$ cat src/rtl/ex_mem_latch.sv
// EX/MEM pipeline register with a two-state data-memory request controller.
// Define EXMEM_LLSC_EN to add the LL/SC link register and SC status word.
module ex_mem_latch #(
   parameter int ADDR_W = 26
) (
   input  logic        CLK,
   input  logic        nRST,
   input  logic        enable,
   input  logic        flush,
   input  logic [31:0] aluout_in,
   input  logic [31:0] rdat2_in,
   input  logic [31:0] pcp4_in,
   input  logic [31:0] extImm_in,
   input  logic [5:0]  op_in,
   input  logic        dREN_in,
   input  logic        dWEN_in,
   input  logic        RegWr_in,
   input  logic        halt_in,
   input  logic        ll_in,
   input  logic        sc_in,
   input  logic [1:0]  MemToReg_in,
   input  logic [4:0]  wsel_in,
   input  logic        dhit,
   input  logic [31:0] dmemload,
   output logic        dmemREN,
   output logic        dmemWEN,
   output logic [31:0] dmemaddr,
   output logic [31:0] dmemstore,
   output logic [31:0] aluout_out,
   output logic [31:0] pcp4_out,
   output logic [31:0] extImm_out,
   output logic [5:0]  op_out,
   output logic [1:0]  MemToReg_out,
   output logic        RegWr_out,
   output logic [4:0]  wsel_out,
   output logic        halt_out,
   output logic [31:0] dmemload_out,
   output logic [31:0] sc_result_out,
   output logic        mem_stall
);

   localparam int W_UNUSED_ADDR_W = ADDR_W;

   typedef enum logic {S_IDLE, S_ACCESS} state_t;

   state_t      r_state;
   logic [31:0] r_aluout, r_pcp4, r_extimm, r_rdat2, r_dmemload;
   logic [5:0]  r_op;
   logic [1:0]  r_memtoreg;
   logic [4:0]  r_wsel;
   logic        r_regwr, r_halt, r_dren, r_dwen;
   logic        w_done, w_capture, w_start, w_sc_block;

   assign mem_stall = (r_state == S_ACCESS) && !dhit;
   assign w_done    = (r_state == S_ACCESS) && dhit;
   assign w_capture = enable && !mem_stall;
   // A halted pipeline (or one halting on this capture) never starts a new access.
   assign w_start   = !flush && (dREN_in || dWEN_in) && !(r_halt || halt_in) && !w_sc_block;

   assign dmemREN       = (r_state == S_ACCESS) && r_dren;
   assign dmemWEN       = (r_state == S_ACCESS) && r_dwen;
   assign dmemaddr      = r_aluout;
   assign dmemstore     = r_rdat2;
   assign aluout_out    = r_aluout;
   assign pcp4_out      = r_pcp4;
   assign extImm_out    = r_extimm;
   assign op_out        = r_op;
   assign MemToReg_out  = r_memtoreg;
   assign RegWr_out     = r_regwr;
   assign wsel_out      = r_wsel;
   assign halt_out      = r_halt;
   assign dmemload_out  = r_dmemload;

   always_ff @(posedge CLK or negedge nRST) begin
      if (!nRST) begin
         r_state    <= S_IDLE;
         r_aluout   <= '0;
         r_pcp4     <= '0;
         r_extimm   <= '0;
         r_rdat2    <= '0;
         r_op       <= '0;
         r_memtoreg <= '0;
         r_regwr    <= 1'b0;
         r_wsel     <= '0;
         r_halt     <= 1'b0;
         r_dren     <= 1'b0;
         r_dwen     <= 1'b0;
         r_dmemload <= '0;
      end else begin
         if (w_done && r_dren)
            r_dmemload <= dmemload;
         if (w_capture) begin
            r_state    <= w_start ? S_ACCESS : S_IDLE;
            r_aluout   <= flush ? '0 : aluout_in;
            r_pcp4     <= flush ? '0 : pcp4_in;
            r_extimm   <= flush ? '0 : extImm_in;
            r_rdat2    <= flush ? '0 : rdat2_in;
            r_op       <= flush ? '0 : op_in;
            r_memtoreg <= flush ? '0 : MemToReg_in;
            r_regwr    <= !flush && RegWr_in;
            r_wsel     <= flush ? '0 : wsel_in;
            r_halt     <= r_halt || (!flush && halt_in);
            r_dren     <= !flush && dREN_in;
            r_dwen     <= !flush && dWEN_in;
         end else if (w_done) begin
            r_state <= S_IDLE;
         end
      end
   end

`ifdef EXMEM_LLSC_EN
   logic        r_ll, r_sc, r_link_v;
   logic [29:0] r_link_a;
   logic [31:0] r_sc_result;
   logic        w_link_v, w_sc_ok;
   logic [29:0] w_link_a;

   // Link state as it stands after any access completing on this edge, so an
   // SC captured on the same edge sees the LL or store that just finished.
   always_comb begin
      w_link_v = r_link_v;
      w_link_a = r_link_a;
      if (w_done && r_dren && r_ll) begin
         w_link_v = 1'b1;
         w_link_a = r_aluout[31:2];
      end else if (w_done && r_dwen && !r_sc && (r_aluout[31:2] == r_link_a)) begin
         w_link_v = 1'b0;
      end
   end

   assign w_sc_ok       = w_link_v && (w_link_a == aluout_in[31:2]);
   assign w_sc_block    = sc_in && !w_sc_ok;
   assign sc_result_out = r_sc_result;

   always_ff @(posedge CLK or negedge nRST) begin
      if (!nRST) begin
         r_ll        <= 1'b0;
         r_sc        <= 1'b0;
         r_link_v    <= 1'b0;
         r_link_a    <= '0;
         r_sc_result <= '0;
      end else begin
         r_link_v <= w_link_v;
         r_link_a <= w_link_a;
         if (w_capture) begin
            r_ll <= !flush && ll_in;
            r_sc <= !flush && sc_in;
            if (!flush && sc_in) begin
               r_sc_result <= {31'd0, w_sc_ok};
               if (w_sc_ok)
                  r_link_v <= 1'b0;
            end
         end
      end
   end
`else
   logic w_unused_llsc;
   assign w_unused_llsc = ll_in ^ sc_in;
   assign w_sc_block    = 1'b0;
   assign sc_result_out = 32'd1;
`endif

endmodule

$ cat config.mk
export PLATFORM = sky130hd
export DESIGN_NAME = ex_mem_latch
export DESIGN_NICKNAME = d
export VERILOG_FILES = /design/src/rtl/ex_mem_latch.sv
export SDC_FILE = /design/constraint.sdc
export NUM_CORES = 1
export LEC_CHECK = 0
export CORE_AREA = 2 2 164 166
export CTS_CLUSTER_SIZE = 30
export DETAILED_ROUTE_END_ITERATION = 12
export DIE_AREA = 0 0 166 168
export PLACE_DENSITY = 0.69
export SLEW_MARGIN = 20
export SYNTH_ARGS = -nofsm -noshare
export SYNTH_HDL_FRONTEND = slang
export SYNTH_SLANG_ARGS = --single-unit
$ cat constraint.sdc
create_clock -name CLK -period 1.5 [get_ports CLK]
set_input_delay 0.3 -clock CLK [delete_from_list [all_inputs] [get_ports CLK]]
set_output_delay 0.3 -clock CLK [all_outputs]
set_load 0.02 [all_outputs]
==> out/metrics.csv <==
stage,metric,value,unit
setup_path,crit_type,reg2out,
setup_path,path_cells,"and2_4, buf_6",
synthesis,synth-warning-count,0,
clock_network,cts_setup_buffers,0,
die,rows,60,
drt,firstDrtPassIters,4,
die,die_area,27900,um^2
power_and_ir_drop,netSwitchingPower,0.00398,W
power_and_ir_drop,cell_internal_pwr,0.00906,W
job,cap_violations,0,
setup_path,critPathTopFamily,flip-flops,
setup_path,cp.required,1.20,ns
setup_path,arrival,1.16,ns
setup_path,ff2ff_setup_slack,0.07,ns
drt,drt_iter0_drc,219,
die,dieWidth,166,um
power_and_ir_drop,switching_share,30.5,%
synthesis,synth_cells,609,
setup_path,critical_path.max_stage_delay,0.44,ns
worst_hold_path,holdCritPathClass,in2async,
power_and_ir_drop,pwr-share-comb,24.0,%
placement,place_inst,1311,
sta,clock.fmax,0.684,GHz
clock_network,root_buffer,clkbuf_16,
sta,final_max_slew_viol_count,0,
setup_path,critPathMaxFanout,3,
layout,syn_to_final_growth,56.4,%
global_routing,grt_pass1_vias,6075,
synthesis,yosysTopAreaCell,dfrtp_1,
setup_path,timing.rr.end,dmemload_out[15],
sta,hold_viol,0,
sta,setup_viol,0,
clock_network,cts_max_level,4,
setup_path,cp.depth,2,
global_routing,grtUsageTotal,15.6,%
setup_path,cp_num_buf_inv,1,
die,core-area,26400,um^2
power_and_ir_drop,vdd.ir_drop.worst,0.524,mV
placement,pre_cts_slack,-0.494,ns
drt,drc,0,
global_routing,grt_remaining_overflow,0,
global_routing,grt_max_degree,45,
placement,routabilityCongestion,0.752,
placement,port_buffers,391,
power_and_ir_drop,totalPowerFinal,0.0130,W
sta,skew,0.0144,ns
layout,fillers,2450,
synthesis,ys_top_cells_by_area,"dfrtp_1 (55%), mux2_2 (24%), nor2b_1 (11%), buf_4 (5.9%), buf_2 (1.1%)",
power_and_ir_drop,p_seq_share,42.5,%
drt,vias_per_cell,4.28,
layout,multi_input_area,3080,um^2
layout,antenna_cells,0,
setup_path,critPathLaunchType,flop,
setup_path,slowest_stage,dfrtp_2,
synthesis,synth.avg_cell_area,13.3,um^2
drt,routedWlPerCell,16.3,um
setup_path,crit-reg2reg-launch,r_state,
power_and_ir_drop,power_density,1030,nW/um^2
global_routing,grt_first_pass_wirelength,34.5,mm
clock_network,cts_tree,done,
clock_network,clk_pin_slew,0.08,ns
sta,layout_setup_ws,0.0388,ns
power_and_ir_drop,p_leak,6.29,nW
layout,fin_nets,1174,
sta,rsz0062_at_grt,yes,
setup_path,worst_setup_path_end_kind,primary output,
setup_path,rr_worst_depth,4,
power_and_ir_drop,pwr-share-clk,33.5,%
sta,min_period_over_period,97.4,%
clock_network,clock_path_buffers,2,
synthesis,synth_top_area_share,55.0,%
drt,final_antenna_net_count,0,
synthesis,synth.distinct_cells,17,
sta,holdWs,0.322,ns
clock_network,clock_latency,0.42,ns
layout,final_cells,1343,
sta,period_needed,1.46,ns
placement,dp_hpwl,16.5,mm
global_routing,antenna_found_initial,0,
die,die_h,168,um
synthesis,synth_seq_cells,178,
die,ios,426,
drt,totalWireLength,21.9,mm
drt,vias,5747,
die,start_util,30.7,%
layout,regArea,4460,um^2
layout,drive_gt1_share,25.9,%
synthesis,syn-cell-area,8090,um^2
clock_network,clock_sinks,178,
status,outcome,"finished, final reports clean",
clock_network,cts_made_buffers,17,
synthesis,synth_seq_area_share,55.0,%
## metal layers
| metal | vias to the layer above | track usage [%] | part of all wire, % |
|---|---|---|---|
| li1 | 2677 | - | - |
| met1 | 2795 | 19.6 | 43 |
| met2 | 258 | 26.1 | 48 |
| met3 | 17 | 4.94 | 7.7 |
| met4 | 0 | 4.12 | 1.4 |
| met5 | - | 0 | 0 |
## synthesized netlist by cell type
| cell type | instances |
|---|---|
| dfrtp_1 | 178 |
| mux2_2 | 173 |
| nor2b_1 | 144 |
| buf_4 | 64 |
| buf_2 | 18 |
| clkbuf_1 | 9 |
| buf_6 | 7 |
| mux2_1 | 3 |
| and2_1 | 2 |
| conb_1 | 2 |
| inv_1 | 2 |
| nand2_1 | 2 |
| a41o_1 | 1 |
| nand2_2 | 1 |
| nand2b_2 | 1 |
| nor2_1 | 1 |
| o2111ai_1 | 1 |
## power by group through the flow
stage / Sequential [W] / Combinational (W) / Clock (W)
after detailed placement: 0.00566 / 0.00357 / 0
after floorplan: 0.00624 / 0.00112 / 0
after global routing: 0.00561 / 0.00333 / 0.00475
final: 0.00554 / 0.00313 / 0.00436
after global placement: 0.00563 / 0.00355 / 0
after CTS: 0.00555 / 0.00317 / 0.00455
## worst max-delay path by stage
stage,to,slack (ns),from
finish,dmemREN,0.04,r_state
global route,dmemaddr[1],-0.02,aluout_out[1]
CTS,mem_stall,-0.006,r_state
detailed placement,mem_stall,-0.49,dhit
global placement,mem_stall,-0.48,dhit
floorplan,dmemload_out[10],0.06,r_state
## final cells by class
type / instances / share of cell area (%)
Sequential cell: 178 / 35.2
Inverter: 2 / 0.0593
Clock buffer: 17 / 3.36
Clock inverter: 14 / 1.09
Timing Repair Buffer: 430 / 32.6
Tap cell: 341 / 3.37
Multi-Input combinational cell: 361 / 24.4
## layout by cell type, fill, tap and decap left out, types with 2 or more instances in the layout
cell type | netlist | layout
mux2_2 | 173 | 173
clkdlybuf4s50_1 | 0 | 178
buf_12 | 0 | 12
inv_6 | 0 | 5
and2_4 | 0 | 2
clkbuf_16 | 0 | 17
inv_8 | 0 | 5
buf_4 | 64 | 27
nand2_1 | 2 | 2
dfrtp_1 | 178 | 177
nor2b_1 | 144 | 144
clkdlybuf4s15_1 | 0 | 19
mux2_1 | 3 | 3
buf_6 | 7 | 4
clkdlybuf4s15_2 | 0 | 4
conb_1 | 2 | 32
clkbuf_2 | 0 | 2
dlygate4sd2_1 | 0 | 182
## flip-flops by register name (all words and copies together) (netlist names)
register	flops
op_out	6
halt_out	1
extImm_out	32
r_state	1
dmemstore	32
wsel_out	5
dmemload_out	32
r_dwen	1
pcp4_out	32
r_dren	1
aluout_out	32
MemToReg_out	2
RegWr_out	1
## through the flow
stage	TNS [ns]	util [%]	cell area (um^2)
2_1_floorplan	0	-	8210
3_3_place_gp	-63.13	46.7	12300
3_5_place_dp	-64.31	46.7	12300
4_1_cts	-0.00852	47.9	12600
5_1_grt	-0.0493	48.0	12700
6_report	0	48.0	12700
## cell families (layout without fill, tap and decap cells)
| logic type | Yosys count | in the layout | share of synthesized area (%) |
|---|---|---|---|
| flops | 178 | 178 | 55.0 |
| mux | 176 | 176 | 24.5 |
| simple gates | 151 | 151 | 11.6 |
| buf+inv | 100 | 463 | 8.53 |
| other cells | 2 | 32 | 0.0928 |
| compound gates | 2 | 2 | 0.232 |
## repair_timing
action	4_1_cts	5_1_grt
hold endpoints to repair	24	0
gates resized for setup	236	30
hold buffers	1	0
pin swaps	1	2
setup endpoints to repair	236	25
Note: power is estimated with default switching activity, not from simulation.
